<file path="src/rtl/seg_scan_pkg.sv">
// Shared types and helpers for the seven-segment scan controller.
package seg_scan_pkg;

    localparam int unsigned NDIGITS = 4;

    typedef enum logic {
        ST_BLANK,
        ST_DRIVE
    } state_e;

    localparam logic [NDIGITS-1:0] AN_OFF = 4'b1111;
    localparam logic [NDIGITS-1:0] AN_ONE = 4'b0001;

    // Active-low one-hot anode pattern selecting digit idx.
    function automatic logic [NDIGITS-1:0] an_onehot(input logic [1:0] idx);
        return ~(AN_ONE << idx);
    endfunction

endpackage

</file>
<file path="src/rtl/seg_scan_ctrl_slot_timer.sv">
// Free-running slot counter; flags the last blank cycle and the last slot cycle.
module slot_timer #(
    parameter int unsigned TICK_DIV     = 100_000,
    parameter int unsigned BLANK_CYCLES = 1_000,
    parameter int unsigned CNT_BITS     = 17
) (
    input  logic clk,
    input  logic rst,
    output logic blank_end,
    output logic slot_end
);

    localparam logic [CNT_BITS-1:0] CNT_LAST   = CNT_BITS'(TICK_DIV - 1);
    localparam logic [CNT_BITS-1:0] BLANK_LAST = CNT_BITS'(BLANK_CYCLES - 1);

    logic [CNT_BITS-1:0] cnt_q, cnt_d;

    always_comb begin
        cnt_d = cnt_q + CNT_BITS'(1);
        if (cnt_q == CNT_LAST) begin
            cnt_d = '0;
        end
    end

    always_ff @(posedge clk) begin
        if (rst) begin
            cnt_q <= '0;
        end else begin
            cnt_q <= cnt_d;
        end
    end

    assign blank_end = (cnt_q == BLANK_LAST);
    assign slot_end  = (cnt_q == CNT_LAST);

endmodule

</file>
<file path="src/rtl/seg_scan_ctrl.sv">
// Basys3 4-digit seven-segment scan controller with frame-synchronous load port.
// Optional leading-zero blanking is enabled by defining SEGSCAN_LZB_EN.
module seg_scan_ctrl
    import seg_scan_pkg::*;
#(
    parameter int unsigned TICK_DIV     = 100_000,
    parameter int unsigned BLANK_CYCLES = 1_000,
    parameter int unsigned CNT_BITS     = 17
) (
    input  logic        clk,
    input  logic        rst,
    input  logic        load_valid,
    output logic        load_ready,
    input  logic [15:0] load_data,
    input  logic [3:0]  load_dp,
    output logic [3:0]  hex,
    output logic [3:0]  an,
    output logic        dp,
    output logic        frame_start
);

    state_e      state_q, state_d;
    logic [1:0]  dig_q, dig_d;
    logic [15:0] disp_q, disp_d;
    logic [3:0]  disp_dp_q, disp_dp_d;
    logic [15:0] hold_q, hold_d;
    logic [3:0]  hold_dp_q, hold_dp_d;
    logic        hold_full_q, hold_full_d;
    logic        boundary_q, boundary_d;
    logic        frame_start_q, frame_start_d;
    logic        blank_end, slot_end;
    logic        digit_on;

    slot_timer #(
        .TICK_DIV     (TICK_DIV),
        .BLANK_CYCLES (BLANK_CYCLES),
        .CNT_BITS     (CNT_BITS)
    ) u_slot_timer (
        .clk       (clk),
        .rst       (rst),
        .blank_end (blank_end),
        .slot_end  (slot_end)
    );

    always_comb begin
        state_d       = state_q;
        dig_d         = dig_q;
        disp_d        = disp_q;
        disp_dp_d     = disp_dp_q;
        hold_d        = hold_q;
        hold_dp_d     = hold_dp_q;
        hold_full_d   = hold_full_q;
        boundary_d    = 1'b0;
        frame_start_d = boundary_q;

        case (state_q)
            ST_BLANK: begin
                if (blank_end) begin
                    state_d = ST_DRIVE;
                end
            end
            ST_DRIVE: begin
                if (slot_end) begin
                    state_d    = ST_BLANK;
                    dig_d      = dig_q + 2'd1;
                    boundary_d = (dig_q == 2'(NDIGITS - 1));
                end
            end
            default: state_d = ST_BLANK;
        endcase

        // Commit only fires when the holder is full, and a transfer only when it
        // is empty, so the two can never collide on the same data.
        if (boundary_q && hold_full_q) begin
            disp_d      = hold_q;
            disp_dp_d   = hold_dp_q;
            hold_full_d = 1'b0;
        end else if (load_valid && !hold_full_q) begin
            hold_d      = load_data;
            hold_dp_d   = load_dp;
            hold_full_d = 1'b1;
        end
    end

    always_ff @(posedge clk) begin
        if (rst) begin
            state_q       <= ST_BLANK;
            dig_q         <= '0;
            disp_q        <= '0;
            disp_dp_q     <= '0;
            hold_q        <= '0;
            hold_dp_q     <= '0;
            hold_full_q   <= 1'b0;
            boundary_q    <= 1'b1;
            frame_start_q <= 1'b0;
        end else begin
            state_q       <= state_d;
            dig_q         <= dig_d;
            disp_q        <= disp_d;
            disp_dp_q     <= disp_dp_d;
            hold_q        <= hold_d;
            hold_dp_q     <= hold_dp_d;
            hold_full_q   <= hold_full_d;
            boundary_q    <= boundary_d;
            frame_start_q <= frame_start_d;
        end
    end

`ifdef SEGSCAN_LZB_EN
    logic [1:0] msd;

    always_comb begin
        msd = '0;
        for (int unsigned i = 1; i < NDIGITS; i++) begin
            if (disp_q[4*i +: 4] != 4'h0) begin
                msd = 2'(i);
            end
        end
    end

    assign digit_on = (dig_q <= msd);
`else
    assign digit_on = 1'b1;
`endif

    always_comb begin
        an  = AN_OFF;
        hex = '0;
        dp  = 1'b1;
        if (state_q == ST_DRIVE && digit_on) begin
            an  = an_onehot(dig_q);
            hex = disp_q[4*dig_q +: 4];
            dp  = ~disp_dp_q[dig_q];
        end
    end

    assign load_ready  = ~hold_full_q;
    assign frame_start = frame_start_q;

endmodule

</file>
<file path="config.mk">
export PLATFORM = sky130hd
export DESIGN_NAME = seg_scan_ctrl
export DESIGN_NICKNAME = d
export VERILOG_FILES = /design/src/rtl/seg_scan_pkg.sv /design/src/rtl/seg_scan_ctrl_slot_timer.sv /design/src/rtl/seg_scan_ctrl.sv
export SDC_FILE = /design/constraint.sdc
export NUM_CORES = 1
export LEC_CHECK = 0
export ABC_AREA = 1
export ABC_CLOCK_PERIOD_IN_PS = 1800
export BUFFER_PORTS_ARGS = -buffer_cell sky130_fd_sc_hd__buf_2
export CORE_MARGIN = 5
export CORE_UTILIZATION = 35
export CTS_CLUSTER_DIAMETER = 80
export DETAILED_ROUTE_END_ITERATION = 7
export PLACE_DENSITY = 0.51
export SLEW_MARGIN = 10
export SYNTH_ARGS = -nofsm -noshare
export SYNTH_HDL_FRONTEND = slang
export SYNTH_SLANG_ARGS = --single-unit
</file>
<file path="constraint.sdc">
create_clock -name clk -period 1.8 [get_ports clk]
set_clock_uncertainty 0.05 [all_clocks]
set_input_delay 0.18 -clock clk [delete_from_list [all_inputs] [get_ports clk]]
set_output_delay 0.18 -clock clk [all_outputs]
set_load 0.01 [all_outputs]
</file>
### Yosys cells after proc, flatten, opt, wreduce, memory -nomap -nowiden

Cells that the tools add are included.

* add/subtract/negate cells: 2
* magnitude comparators: 1
* eq/ne operators: 3
* shift operators: 2
* mux-type cells: 10
* bitwise logic cells: 5
* reductions and logical operators: 7

Operator list (count)
* $add A17 B1 Y17 const B: 1
* $eq A17 B10 Y1 const B: 1
* $eq A17 B17 Y1 const B: 1
* $shiftx A16 B5 Y4: 1
* $mux W4: 2
* $mux W1: 6
* $not A1 Y1: 4
* $not A4 Y4: 1
* $reduce_and A2 Y1: 2
* $reduce_or A2 Y1: 2
* $shl A1 B2 Y4 const A: 1
* $lt A2 B3 Y1 const B: 1
* $add A2 B1 Y2 const B: 1
* $bmux W1 S2: 1
* $eq A2 B2 Y1 const B: 1
* $logic_and A1 B1 Y1: 2
* $pmux W1 S2: 1
* $logic_not A1 Y1: 1

* flip-flop bits (word level): 63
* input port bits: 23
* output and inout port bits: 11
* logic and storage cells: 40

### Depth between registers and ports, before layout

* depth in word-level cells: 4
* gate-level depth with buffers: 9
* gate-level depth less buffers: 9

### By module

From an unflattened synthesis, not the netlist that was laid out.

* cells, all modules: 388
* area total of the unflattened synthesis: 2801.4 um2

By module, submodules not included
* seg_scan_ctrl: instances 1, cells an instance 249, area an instance 1858.0 um2, sequential area each 920.9 um2
* slot_timer: instances 1, cells an instance 139, area an instance 943.4 um2, sequential area each 340.3 um2

### Worst setup path before layout

OpenSTA, ideal clock, no wires.

* path type: reg2reg
* from: register u_slot_timer.cnt_q[0]
* to: register u_slot_timer.cnt_q[12]
* setup time: 122 ps
* data arrival time: 1195 ps
* data required time: 1628 ps
* slack: 434 ps
* stages on the path, launching flop included: 10
* buffers on the path: 1
* clock period less this slack: 1366 ps
* cells stage by stage: dfxtp_1 -> ha_1 -> nand2_2 -> inv_2 -> nand2_1 -> nor2_2 -> nand3_2 -> nand2_4 -> buf_6 -> a21oi_1

* cells in the longest elaborated chain, start to end: 2
* elaborated cells on any way between the ends: 3
* classes of those cells: 1 x add/sub; 1 x eq/ne; 1 x reduce/logical

RTL lines
* start: declaration: line seg_scan_ctrl_slot_timer.sv:16 `logic [CNT_BITS-1:0] cnt_q, cnt_d;`
* start signal: assignment: line seg_scan_ctrl_slot_timer.sv:29 `cnt_q <= cnt_d;`
* branches (longest 2 deep; another with $add A17 B1 Y17)

Parallel ways; which one is timed is not known.
A chain may end at the register's enable or synchronous reset.

### Worst setup path after layout

* from: register dig_q[0]
* to: output port hex[1]

* cells in the longest elaborated chain, start to end: 2

RTL lines
* start: declaration: line seg_scan_ctrl.sv:23 `logic [1:0] dig_q, dig_d;`
* start signal: assignment: line seg_scan_ctrl.sv:98 `dig_q <= dig_d;`
* $shiftx A16 B5 Y4: line seg_scan_ctrl.sv:132 `hex = disp_q[4*dig_q +: 4];`
* $mux W4: line seg_scan_ctrl.sv:130 `if (state_q == ST_DRIVE && digit_on) begin`
* end: declaration: line seg_scan_ctrl.sv:16 `output logic [3:0] hex,`

No other way between the ends.

==> key figures <==
Setup path
  – Peak fanout along the critical path: 13
  – Critical path endpoint category: output pin
  – CP max stage cell: dfxtp_1
  – Startpoint types: flop
  – WP data arrival: approximately 1.5 ns
  – Crit path launch: dig_q[0]
  – CP Cell Sequence: inv_1 > o21ai_0 > a21oi_1 > buf_2
  – CP Class: flop to output pin
  – CP Data Required Time: about 1.6 ns
  – RR Startpoint: u_slot_timer.cnt_q[0]
  – CP peak stage delay: ~0.32 ns

Clock tree
  – H-tree levels: 3
  – CTS Sinks: between 60 and 70
  – Root Driver: clkbuf_8
  – Post-CTS Resized: 0
  – CTS buffer count: 9
  – Max Root-Sink Buffers: 2
  – Clk_lat worst skew: between 0.3 and 0.4 ns
  – CTS Hold Buffers Added: 7
  – Setup bufs post-CTS: 0
  – CTS clk-pin slew, worst paths: 0.07 ns
  – CTS tree: yes

Floorplan
  – Die ar.: between 9000 and 10000 um2
  – Initial Util: around 35%
  – # rows: 32
  – Core box area: around 7600 um2
  – Die width: between 90 and 100 um
  – Ports: 34
  – Die height: 98.0 um

Timing
  – Post-layout minimum cycle time: 1.69 ns
  – Slew Viols, Final: 0
  – Maximum clock rate: between 0.5 and 0.6 GHz
  – Tightest Pin Transition: 0.591 ns
  – Final hold violations: 0
  – Unrepaired setup endpoints after global routing: no
  – Relative slew margins: between 60% and 70%
  – Period utilization: 93.8%
  – Setup_tns: 0 ns
  – Setup violations, final: 0

Yosys
  – Top cells by area, synth: dfxtp_1 (47%), nor2_1 (17%), o21ai_0 (10%), nand2_1 (5.0%), inv_1 (4.0%)
  – FF+latch count, synth: 63
  – Avg Inst Size Synth: around 7 um2
  – Most common flop cell mapped by yosys: dfxtp_1
  – FFs w/ async S/R, synth: 0%
  – Synth area leader: dfxtp_1
  – Synth top area share: ~47%
  – Syn Std Cell Area: 2710 um2
  – EDFF count, synth: 0
  – Syn Inst Count: 386
  – Synth unique cells: 23
  – Post-synthesis net count: 414
  – Top cells by count, synth: nor2_1 (125), dfxtp_1 (63), o21ai_0 (56)
  – Sequential share of the synthesized area: a little under half
  – Count leader, synth: nor2_1
  – YS warnings: 0

Global routing
  – First-pass GRT wire length: approximately 11000 um
  – Maximum number of pins on one net before global-route repair: 43
  – Initial antenna violation count: 0
  – Grt ovf: 0
  – Total GRT Usage: 13.9%
  – Vias in the first global route: 2322

Power and ir drop
  – Sw Share: between 20% and 30%
  – Clock power frac: 40.7%
  – Final Power: 2900 uW
  – Cell Pwr Density: approximately 900 nW/um2
  – Switching power: between 600 and 700 uW
  – Internal power: between 2000 and 2500 uW
  – Leakage: between 0.001 and 0.0015 uW
  – VDD IR max: slightly above 0.0006 V
  – Flop pwr share: approximately 52%
  – Combinational group share of total power: 7.5%

Worst hold path
  – Hold Crit Class: input pin to flop
  – Hold Startpoint: load_data[13]

Placed design
  – GPL Wtd Cong: between 0.8 and 0.9
  – Port bufs: 33
  – Post-detail-place hpwl: 4510 um

Final layout
  – Total Nets Final: about 460
  – Syn-to-layout area delta: 20.1%
  – Antenna cells: 0
  – Layout cell share with drive strength beyond 1: roughly 14%

Route
  – DRT iter0 DRCs: 71
  – DRT Pass-1 Iters: 4
  – Post-DRT Antenna Nets: 0
  – Vias per inst: 4.64
  – Residual DRC: 0
  – Routed WL per cell: approximately 12 um
  – DR vias: 2482
  – Final WL: roughly 6400 um

Run
  – Maxcap violations: 0

Status
  – Status: finished clean
-- area by class of cell --
| cell class | instances | area, um2 |
|---|---|---|
| Multi-Input combinational cell | 276 | 1260 |
| Clock inverter | 2 | 12.5 |
| Inverter | 31 | 116 |
| Timing Repair Buffer | 47 | 290 |
| Fill cell | 816 | 4390 |
| Sequential cell | 63 | 1260 |
| Clock buffer | 14 | 183 |
| Tap cell | 102 | 128 |
-- power by group through the flow --
stage	logic [uW]	registers, uW	clock network [uW]
floorplan	145	1530	0
detailed placement	206	1540	0
global placement	204	1540	0
finish	216	1510	1180
global route	260	1520	1270
CTS	219	1510	1220
-- logic make-up (layout without fill, tap and decap cells) --
logic type      Yosys count  count (layout)  synth area share [%]
compound gates           71              71                  13.3
xor+xnor                  4               4                  1.29
fa+ha+maj                 5               5                  2.31
buf+inv                  47              94                  6.83
flops                    63              63                  46.5
simple gates            196             196                  29.8
-- layer usage --
layer  vias up  routed length [um]  GRT usage [%]
met5         -                   0              0
met4         0                  76           5.01
met3         9                 345           4.07
met2        55                2840           21.8
met1      1097                3100           18.2
li1       1321                   -              -
-- state kept, by name, summed over array words and instances (netlist names) --
register / count
boundary_q: 1
dig_q: 2
disp_dp_q: 4
disp_q: 16
frame_start: 1
hold_dp_q: 4
hold_full_q: 1
hold_q: 16
state_q: 1
u_slot_timer.cnt_q: 17
-- layout by cell type, fill, tap and decap left out, types with 2 or more instances in the layout --
cell | netlist | final
clkbuf_8 | 0 | 13
nand2_2 | 2 | 2
o21ai_0 | 56 | 56
nor3_1 | 7 | 7
nor2_1 | 125 | 125
ha_1 | 5 | 5
buf_4 | 0 | 6
dlygate4sd3_1 | 0 | 8
nand2_1 | 36 | 36
nand3_1 | 14 | 14
nand4_1 | 6 | 6
dfxtp_1 | 63 | 63
nor2_2 | 3 | 3
buf_2 | 1 | 33
xor2_1 | 4 | 4
inv_1 | 29 | 29
a21oi_1 | 13 | 13
-- worst max-delay path, delay by kind of cell (launching register included) --
kind                   cells  cell delay [ns]
flip-flops                 1             0.32
buffers and inverters      2             0.45
AO/OA/AOI/OAI              2             0.36
-- per-stage QoR --
step           area (um2)  hold WS (ns)  setup WS (ns)  instances  utilization, %
2_1_floorplan        2710         0.201          0.434        386               -
4_1_cts              3240      0.000657         0.0633        534            42.4
3_5_place_dp         2980         0.343          0.306        511            39.0
6_report             3250        0.0115          0.111        535            42.6
3_3_place_gp         2980         0.338          0.358        511            39.0
5_1_grt              3250        0.0236         0.0104        535            42.6
-- worst paths after layout --
path / end / slack [ns] / cells after the start
hold reg to reg: frame_start / 0.38 / 2
setup / recovery: hex[1] / 0.11 / 4
setup reg to reg: state_q / 0.33 / 8
hold / removal: hold_q[13] / 0.01 / 3
(Power assumes the default switching activity.)
